==> config.mk <==
export PLATFORM = sky130hd
export DESIGN_NAME = obj_detect_array
export DESIGN_NICKNAME = d
export VERILOG_FILES = /design/src/rtl/obj_detect_array.sv
export SDC_FILE = /design/constraint.sdc
export NUM_CORES = 1
export LEC_CHECK = 0
export ABC_AREA = 0
export CORE_UTILIZATION = 45
export CTS_CLUSTER_DIAMETER = 30
export DETAILED_ROUTE_END_ITERATION = 6
export GPL_ROUTABILITY_DRIVEN = 0
export PLACE_DENSITY = 0.71
export REMOVE_ABC_BUFFERS = 1
export SETUP_SLACK_MARGIN = 0.4
export SYNTH_ARGS = -nofsm -noshare
export SYNTH_HDL_FRONTEND = slang
export SYNTH_SLANG_ARGS = --single-unit
export TNS_END_PERCENT = 50
==> constraint.sdc <==
create_clock -name clk -period 1.48 [get_ports clk]
set_input_delay 0.148 -clock clk [delete_from_list [all_inputs] [get_ports clk]]
set_output_delay 0.148 -clock clk [all_outputs]
set_load 0.01 [all_outputs]
==> src/rtl/obj_detect_array.sv <==
`default_nettype none
// obj_detect_array: N-channel synchronised, debounced object detector with events, count and priority index.
// Optional sticky rise history is enabled by defining OBJ_DET_STICKY_EN.
module obj_detect_array #(
  parameter int NUM_CH     = 3,
  parameter int DEB_CYCLES = 4,
  parameter int CNT_W      = $clog2(DEB_CYCLES + 1),
  parameter int IDX_W      = (NUM_CH > 1) ? $clog2(NUM_CH) : 1,
  parameter int NUM_W      = $clog2(NUM_CH + 1)
) (
  input  logic              clk,
  input  logic              reset,
  input  logic [NUM_CH-1:0] sens,
  input  logic [NUM_CH-1:0] ch_en,
  input  logic              clr_sticky,
  output logic [NUM_CH-1:0] detected,
  output logic [NUM_CH-1:0] rise_evt,
  output logic [NUM_CH-1:0] fall_evt,
  output logic              any_det,
  output logic [NUM_W-1:0]  det_count,
  output logic [IDX_W-1:0]  pri_idx,
  output logic [NUM_CH-1:0] sticky
);

  localparam logic [CNT_W-1:0] DEB_LAST = CNT_W'(DEB_CYCLES - 1);

  logic [NUM_CH-1:0] s1_q, s2_q;
  logic [NUM_CH-1:0] det_q, det_d;
  logic [NUM_CH-1:0] rise_q, rise_d;
  logic [NUM_CH-1:0] fall_q, fall_d;
  logic [CNT_W-1:0]  cnt_q [NUM_CH];
  logic [CNT_W-1:0]  cnt_d [NUM_CH];

  always_ff @(posedge clk or negedge reset) begin
    if (!reset) begin
      s1_q   <= '0;
      s2_q   <= '0;
      det_q  <= '0;
      rise_q <= '0;
      fall_q <= '0;
      for (int i = 0; i < NUM_CH; i++) begin
        cnt_q[i] <= '0;
      end
    end else begin
      s1_q   <= sens;
      s2_q   <= s1_q;
      det_q  <= det_d;
      rise_q <= rise_d;
      fall_q <= fall_d;
      for (int i = 0; i < NUM_CH; i++) begin
        cnt_q[i] <= cnt_d[i];
      end
    end
  end

  // Masking forces an immediate drop; otherwise a flag only toggles after
  // DEB_CYCLES consecutive synchronised samples disagree with it.
  always_comb begin
    det_d  = det_q;
    rise_d = '0;
    fall_d = '0;
    for (int i = 0; i < NUM_CH; i++) begin
      cnt_d[i] = cnt_q[i];
      if (!ch_en[i]) begin
        cnt_d[i] = '0;
        if (det_q[i]) begin
          det_d[i]  = 1'b0;
          fall_d[i] = 1'b1;
        end
      end else if (s2_q[i] == det_q[i]) begin
        cnt_d[i] = '0;
      end else if (cnt_q[i] == DEB_LAST) begin
        cnt_d[i] = '0;
        det_d[i] = ~det_q[i];
        if (det_q[i]) begin
          fall_d[i] = 1'b1;
        end else begin
          rise_d[i] = 1'b1;
        end
      end else begin
        cnt_d[i] = cnt_q[i] + CNT_W'(1);
      end
    end
  end

  always_comb begin
    det_count = '0;
    pri_idx   = '0;
    for (int i = 0; i < NUM_CH; i++) begin
      det_count = det_count + NUM_W'(det_q[i]);
    end
    // Walk downward so the lowest set index is the one left standing.
    for (int i = NUM_CH - 1; i >= 0; i--) begin
      if (det_q[i]) begin
        pri_idx = IDX_W'(i);
      end
    end
  end

  assign detected = det_q;
  assign rise_evt = rise_q;
  assign fall_evt = fall_q;
  assign any_det  = |det_q;

`ifdef OBJ_DET_STICKY_EN
  logic [NUM_CH-1:0] sticky_q, sticky_d;

  // A rise on the same edge as a clear keeps that channel set.
  assign sticky_d = (clr_sticky ? '0 : sticky_q) | rise_d;

  always_ff @(posedge clk or negedge reset) begin
    if (!reset) begin
      sticky_q <= '0;
    end else begin
      sticky_q <= sticky_d;
    end
  end

  assign sticky = sticky_q;
`else
  logic unused_clr;
  assign unused_clr = clr_sticky;
  assign sticky     = '0;
`endif

endmodule
`default_nettype wire

==> flow_summary.ini, run 1 <==
[sta]
fin_skew_ps = 14.29
fin_crit_ps = 1539
hold_viol_final = 0
grt_setup_unrepaired = true
fmax_ghz = 0.6497
finalSetupViolations = 2
layout_setup_ws_ps = -59.15
drv_slew = 0
post-route-period-util_pct = 104.0
whs_ps = 177.7

[cts]
numClockSinks = 24
clockRootBuffer = clkbuf_4
cts_hold_buffers = 0
cts_max_level = 1
cts_tree = built
cts_made_buffers = 3
clock_path_buffers = 2
clkLatencyLatePin_ps = 310
path_clk_slew_ps = 130

[floorplanning]
start_util_pct = 48.55
io_pins = 26
placementRows = 16
coreArea_sq_mm = 0.001982
die_area_sq_mm = 0.002327
die_h_microns = 48.24
die_x_microns = 48.24

[power]
leakagePower_nw = 0.6359
power-per-cell-area_mw_per_mm2 = 818.3
peakVddDrop_mv = 0.7077

[logic_synthesis]
yosysTopAreaCell = dfrtp_1
synthMuxAreaShare_pct = 2.081
netlist_area_sq_um = 962.2
netlist-cell-type-count = 20
avgSynthCellArea_sq_um = 13.36
seq_area_frac_synth_pct = 62.42
synth_area_leaders = dfrtp_1, and4bb_2, ha_1
ys_warn_count = 0
synth_top_area_share_pct = 62.42
synthAdderAreaFrac_pct = 5.982
yosys.area_share.simple_pct = 21.20
ys_ff_latch = 24
syn_inst = 72
synth_xor_area_share_pct = 2.731
synth_compound_area_share_pct = 2.861
synth_top_family_by_area = simple AND/OR/NAND/NOR gates

[detailed_routing]
avgViaCountPerCell = 4.744
met2WireLength_microns = 708
totalWireLength_mm = 1.479
highest-signal-layer = met4
remaining_drc_errors = 0
num_vias = 612
drtPass1Iterations = 4
drt-met1-wl_microns = 698
wl_met3_microns = 58
drt-initial-drc-count = 10
postRouteAntennaNets = 0
wire_per_inst_microns = 11.47

[layout]
areaGrowthSynthToFinish_pct = 40.18
final_common_cell = dfrtp_1
most-common-layout-cells = dfrtp_1, nand2_1, buf_6
nets = 116
fin_cells = 129
n_antenna_cell = 0
drive_above_1_share_pct = 41.18
final_core_util_pct = 68.06
design_area_sq_mm = 0.001349

[critical_path]
start_kind = flip-flop
crit_path_max_fanout = 2
required_ps = 1330
cp.arrival_ps = 1390
endpoint_kind = primary output
worstSetupPathType = reg2out

[placement]
pre_cts_ws_ps = -113.4
placedInstanceArea_sq_mm = 0.001221
dpl.hpwl_mm = 1.037
place.detailed.instances = 123
io_buffers = 21

[status]
violations = negative setup slack
status = complete, but fails checks

[global_route]
antenna_found_initial = 0
grt_pass1_wl_mm = 2.373
grt_max_degree = 25
first_global_vias = 552
grt_overflow = 0
grtUsageTotal_pct = 15.60

[run]
drv_cap = 0

[hold_path]
min_path_type = in2async
[synthesized netlist by cell type]
| master | number |
|---|---|
| nand4b_1 | 1 |
| nor2_1 | 3 |
| dfrtp_1 | 24 |
| nor3b_1 | 1 |
| conb_1 | 1 |
| xnor2_1 | 3 |
| and4bb_2 | 4 |
| mux2i_1 | 2 |
| o21ai_0 | 1 |
| or3b_1 | 3 |
| nor4b_2 | 1 |
| nand2_1 | 9 |
| a21boi_0 | 3 |
| buf_4 | 3 |
| nand2b_1 | 2 |
| nor2b_1 | 2 |
| nor3_1 | 4 |
| fa_1 | 1 |
| or3_1 | 1 |
| ha_1 | 3 |
[final timing paths]
check                       startpoint      endpoint  slack [ps]  cells past startpoint
max                        detected[2]  det_count[0]         -60                      2
min                              reset      cnt_q[8]         180                      2
max reg2reg                detected[1]      cnt_q[3]         300                      4
min reg2reg                    s1_q[1]       s2_q[1]         360                      0
max in group asynchronous        reset      cnt_q[3]        1060                      2
min in group clk               sens[0]       s1_q[0]         260                      1
[report_power, final]
group | leakage (nW) | internal, mW | switching, mW
Sequential | 0.318 | 0.673 | 0.0151
Combinational | 0.297 | 0.0487 | 0.0404
Clock | 0.0210 | 0.150 | 0.177
[metal layers]
metal  GRT usage, %  vias to the layer above
met5              0                        -
met4          8.333                        0
met3          2.222                        2
met2          25.60                       19
met1          19.95                      289
li1               -                      302
[cell type report]
type                            count  area [sq um]
Fill cell                         143         633.1
Multi-Input combinational cell     47         446.7
Clock buffer                        4         36.28
Sequential cell                    24         600.6
Tap cell                           27         33.78
Timing Repair Buffer               27         231.5
[critical path, cell delays in order, from the launching register on]
cell,delay (ps)
dfrtp_1,420
fa_2,580
buf_6,100
[registers in the layout (all words and copies together), names as in the netlist]
register	flops
rise_evt	3
fall_evt	3
detected	3
cnt_q	9
s2_q	3
s1_q	3
[through the flow]
step / TNS [ps] / total power, mW
after floorplan: 0 / 0.7228
after global placement: -141.8 / 0.7703
after detailed placement: -171.5 / 0.7722
after CTS: -121.5 / 1.121
after global routing: -203.4 / 1.160
final: -78.82 / 1.104
[cells by family (layout without fill, tap and decap cells)]
| kind of cell | Yosys count | after routing |
|---|---|---|
| AND/OR/NAND/NOR | 31 | 31 |
| flip-flops | 24 | 24 |
| adder cells (fa/ha/maj) | 4 | 4 |
| AO/OA/AOI/OAI | 4 | 4 |
| XOR/XNOR | 3 | 3 |
| buffers and inverters | 3 | 31 |
| multiplexers | 2 | 2 |
| other | 1 | 3 |
[timing repair]
item | in CTS | in global routing
setup endpoints to repair | 24 | 24
hold endpoints to repair | 0 | 0
cloned | 0 | 0
setup buffers | 2 | 0
pin swaps | 14 | 8
resized for setup | 66 | 11
(Power assumes the default switching activity.)
==> run 2, diff against run 1 <==
- DONT_BUFFER_PORTS: unset -> 1
- GPL_ROUTABILITY_DRIVEN: 0 -> unset
- PLACE_DENSITY: 0.71 -> 0.56
==> run 2 against run 1 <==
Compared with the run above:
- largest power group unchanged
- the run still ends with negative setup slack left
- critical endpoint unchanged
- critical path depth is 1 lower
- power is 7.2% lower
- worst setup slack better by 42 ps
- clock power shrank 19%
- clock-buffer cell count shrank 1
- global-route usage is 0.61 points lower
- sequential power barely moved
- flip-flop and latch count did not move
- first-iteration DRC count down 90%
- core utilization decreased by 8.1 points
- sequential share of layout area up 6.3 points
- largest cell class unchanged
==> flow_summary.ini, run 2 (synthesis results as in run 1) <==
[status]
status = complete, but fails checks
violations = negative setup slack

[sta]
fin_crit_ps = 1497
post-route-period-util_pct = 101.1
relSlewSlack_pct = 32.15
layout_setup_ws_ps = -16.81
fin_skew_ps = 2.553
finalSetupViolations = 1
grt_setup_unrepaired = true
fmax_ghz = 0.6681
worst_pin_slew_ps = 1018
drv_slew = 0
whs_ps = 73.48
hold_viol_final = 0

[detailed_routing]
avgViaCountPerCell = 5.053
remaining_drc_errors = 0
postRouteAntennaNets = 0
drt-initial-drc-count = 1
wire_per_inst_microns = 13.05
num_vias = 571
drtPass1Iterations = 2
totalWireLength_mm = 1.475

[cts]
cts_made_buffers = 3
clock_path_buffers = 2
path_clk_slew_ps = 120
cts_max_level = 1
clkLatencyLatePin_ps = 300
cts_tree = built
numClockSinks = 24
clockRootBuffer = clkbuf_4

[global_route]
grtUsageTotal_pct = 14.99
grt_max_degree = 25
grt_pass1_wl_mm = 2.249
first_global_vias = 545
grt_overflow = 0
antenna_found_initial = 0

[critical_path]
crit_slowest_cell = fa_1
cp.arrival_ps = 1350
worstSetupPathType = reg2out
max_stage_delay_ps = 560
start_kind = flip-flop
crit_buf_inv = 0
crit_chain = fa_1
crit_path_max_fanout = 8
required_ps = 1330
path_delay_family = adder cells
endpoint_kind = primary output

[power]
finalPower_mw = 1.024
peakVddDrop_mv = 0.6050
power-per-cell-area_mw_per_mm2 = 862.4
leakagePower_nw = 0.5474

[floorplanning]
start_util_pct = 48.55
die_area_sq_mm = 0.002327
die_h_microns = 48.24
io_pins = 26
placementRows = 16
coreArea_sq_mm = 0.001982
die_x_microns = 48.24

[layout]
most-common-layout-cells = dfrtp_1, nand2_1, dlygate4sd3_1
final_common_cell = dfrtp_1
areaGrowthSynthToFinish_pct = 23.41
n_antenna_cell = 0
nets = 101
fin_cells = 113
drive_above_1_share_pct = 25.58
largest_reg_flops = 9
regMostFlops = cnt_q

[hold_path]
min_path_type = in2reg

[placement]
place.detailed.instances = 100
dpl.hpwl_microns = 957.3
routabilityCongestion = 0.7263
pre_cts_ws_ps = 274.4
io_buffers = 0

[run]
drv_cap = 0
## run 2: cell types whose count changed in the layout (fill, tap and decap cells not counted), moves of 3 or more
cell / previous run / this run
buf_2: 3 / 0
dlygate4sd3_1: 0 / 6
clkdlybuf4s50_1: 7 / 0
buf_6: 8 / 4
clkbuf_2: 6 / 0
## run 2: metal layers
| metal | routed length [microns] | global-route usage (%) | share of wire (%) |
|---|---|---|---|
| met4 | 13 | 8.333 | 0.88 |
| met2 | 765 | 24.80 | 52 |
| met1 | 630 | 17.79 | 43 |
| met5 | 0 | 0 | 0 |
| met3 | 65 | 3.704 | 4.4 |
## run 2: layout make-up
type,instances,area (sq um)
well taps,27,33.78
fillers,157,794.5
multi-input cells,47,402.9
flip-flops and latches,24,603.1
clock buffers,3,22.52
repair buffers,12,125.1
## run 2: repair_timing
action                                  in CTS  in global routing
hold endpoints to repair                    41                  0
endpoints found under the setup margin      17                 41
gates resized for setup                     19                  2
pin swaps                                   10                 10
hold buffers                                 7                  0
buffers inserted                             3                  0
## run 2: worst register-to-register path: stages, from the launching register on
cell and delay [ps]:
dfrtp_1 410, ha_4 160, or3b_1 350, a21boi_1 140
## run 2: path summary, 6_finish.rpt
kind,startpoint,to,slack (ps),cells past startpoint
worst max-delay path,detected[2],det_count[0],-20,1
worst min-delay path,ch_en[2],cnt_q[0],70,1
worst max register to register,cnt_q[6],fall_evt[0],350,3
worst min register to register,s1_q[1],s2_q[1],360,0
max in group asynchronous,reset,detected[2],720,1
min in group asynchronous,reset,fall_evt[2],80,1
## run 2: stage by stage
step                TNS, ps  instance area, sq um  util, %
floorplan                 0                 947.2        -
global placement          0                 996.0    50.25
detailed placement        0                 996.0    50.25
CTS                  -42.71                  1175    59.28
global route         -125.7                  1187    59.91
finish               -16.81                  1187    59.91
## run 2: power by group
group          total, mW  internal, mW  switching (mW)  leakage (nW)
sequential         0.685         0.673          0.0120         0.315
combinational     0.0744        0.0370          0.0374         0.219
clock              0.265        0.0948           0.170        0.0138
total               1.02         0.804           0.220         0.547
==> run 3, diff against run 2 <==
- ABC_CLOCK_PERIOD_IN_PS: unset -> 1480
==> results of run 3 <==
Final layout, timing and power as in run 2 (identical DEF).
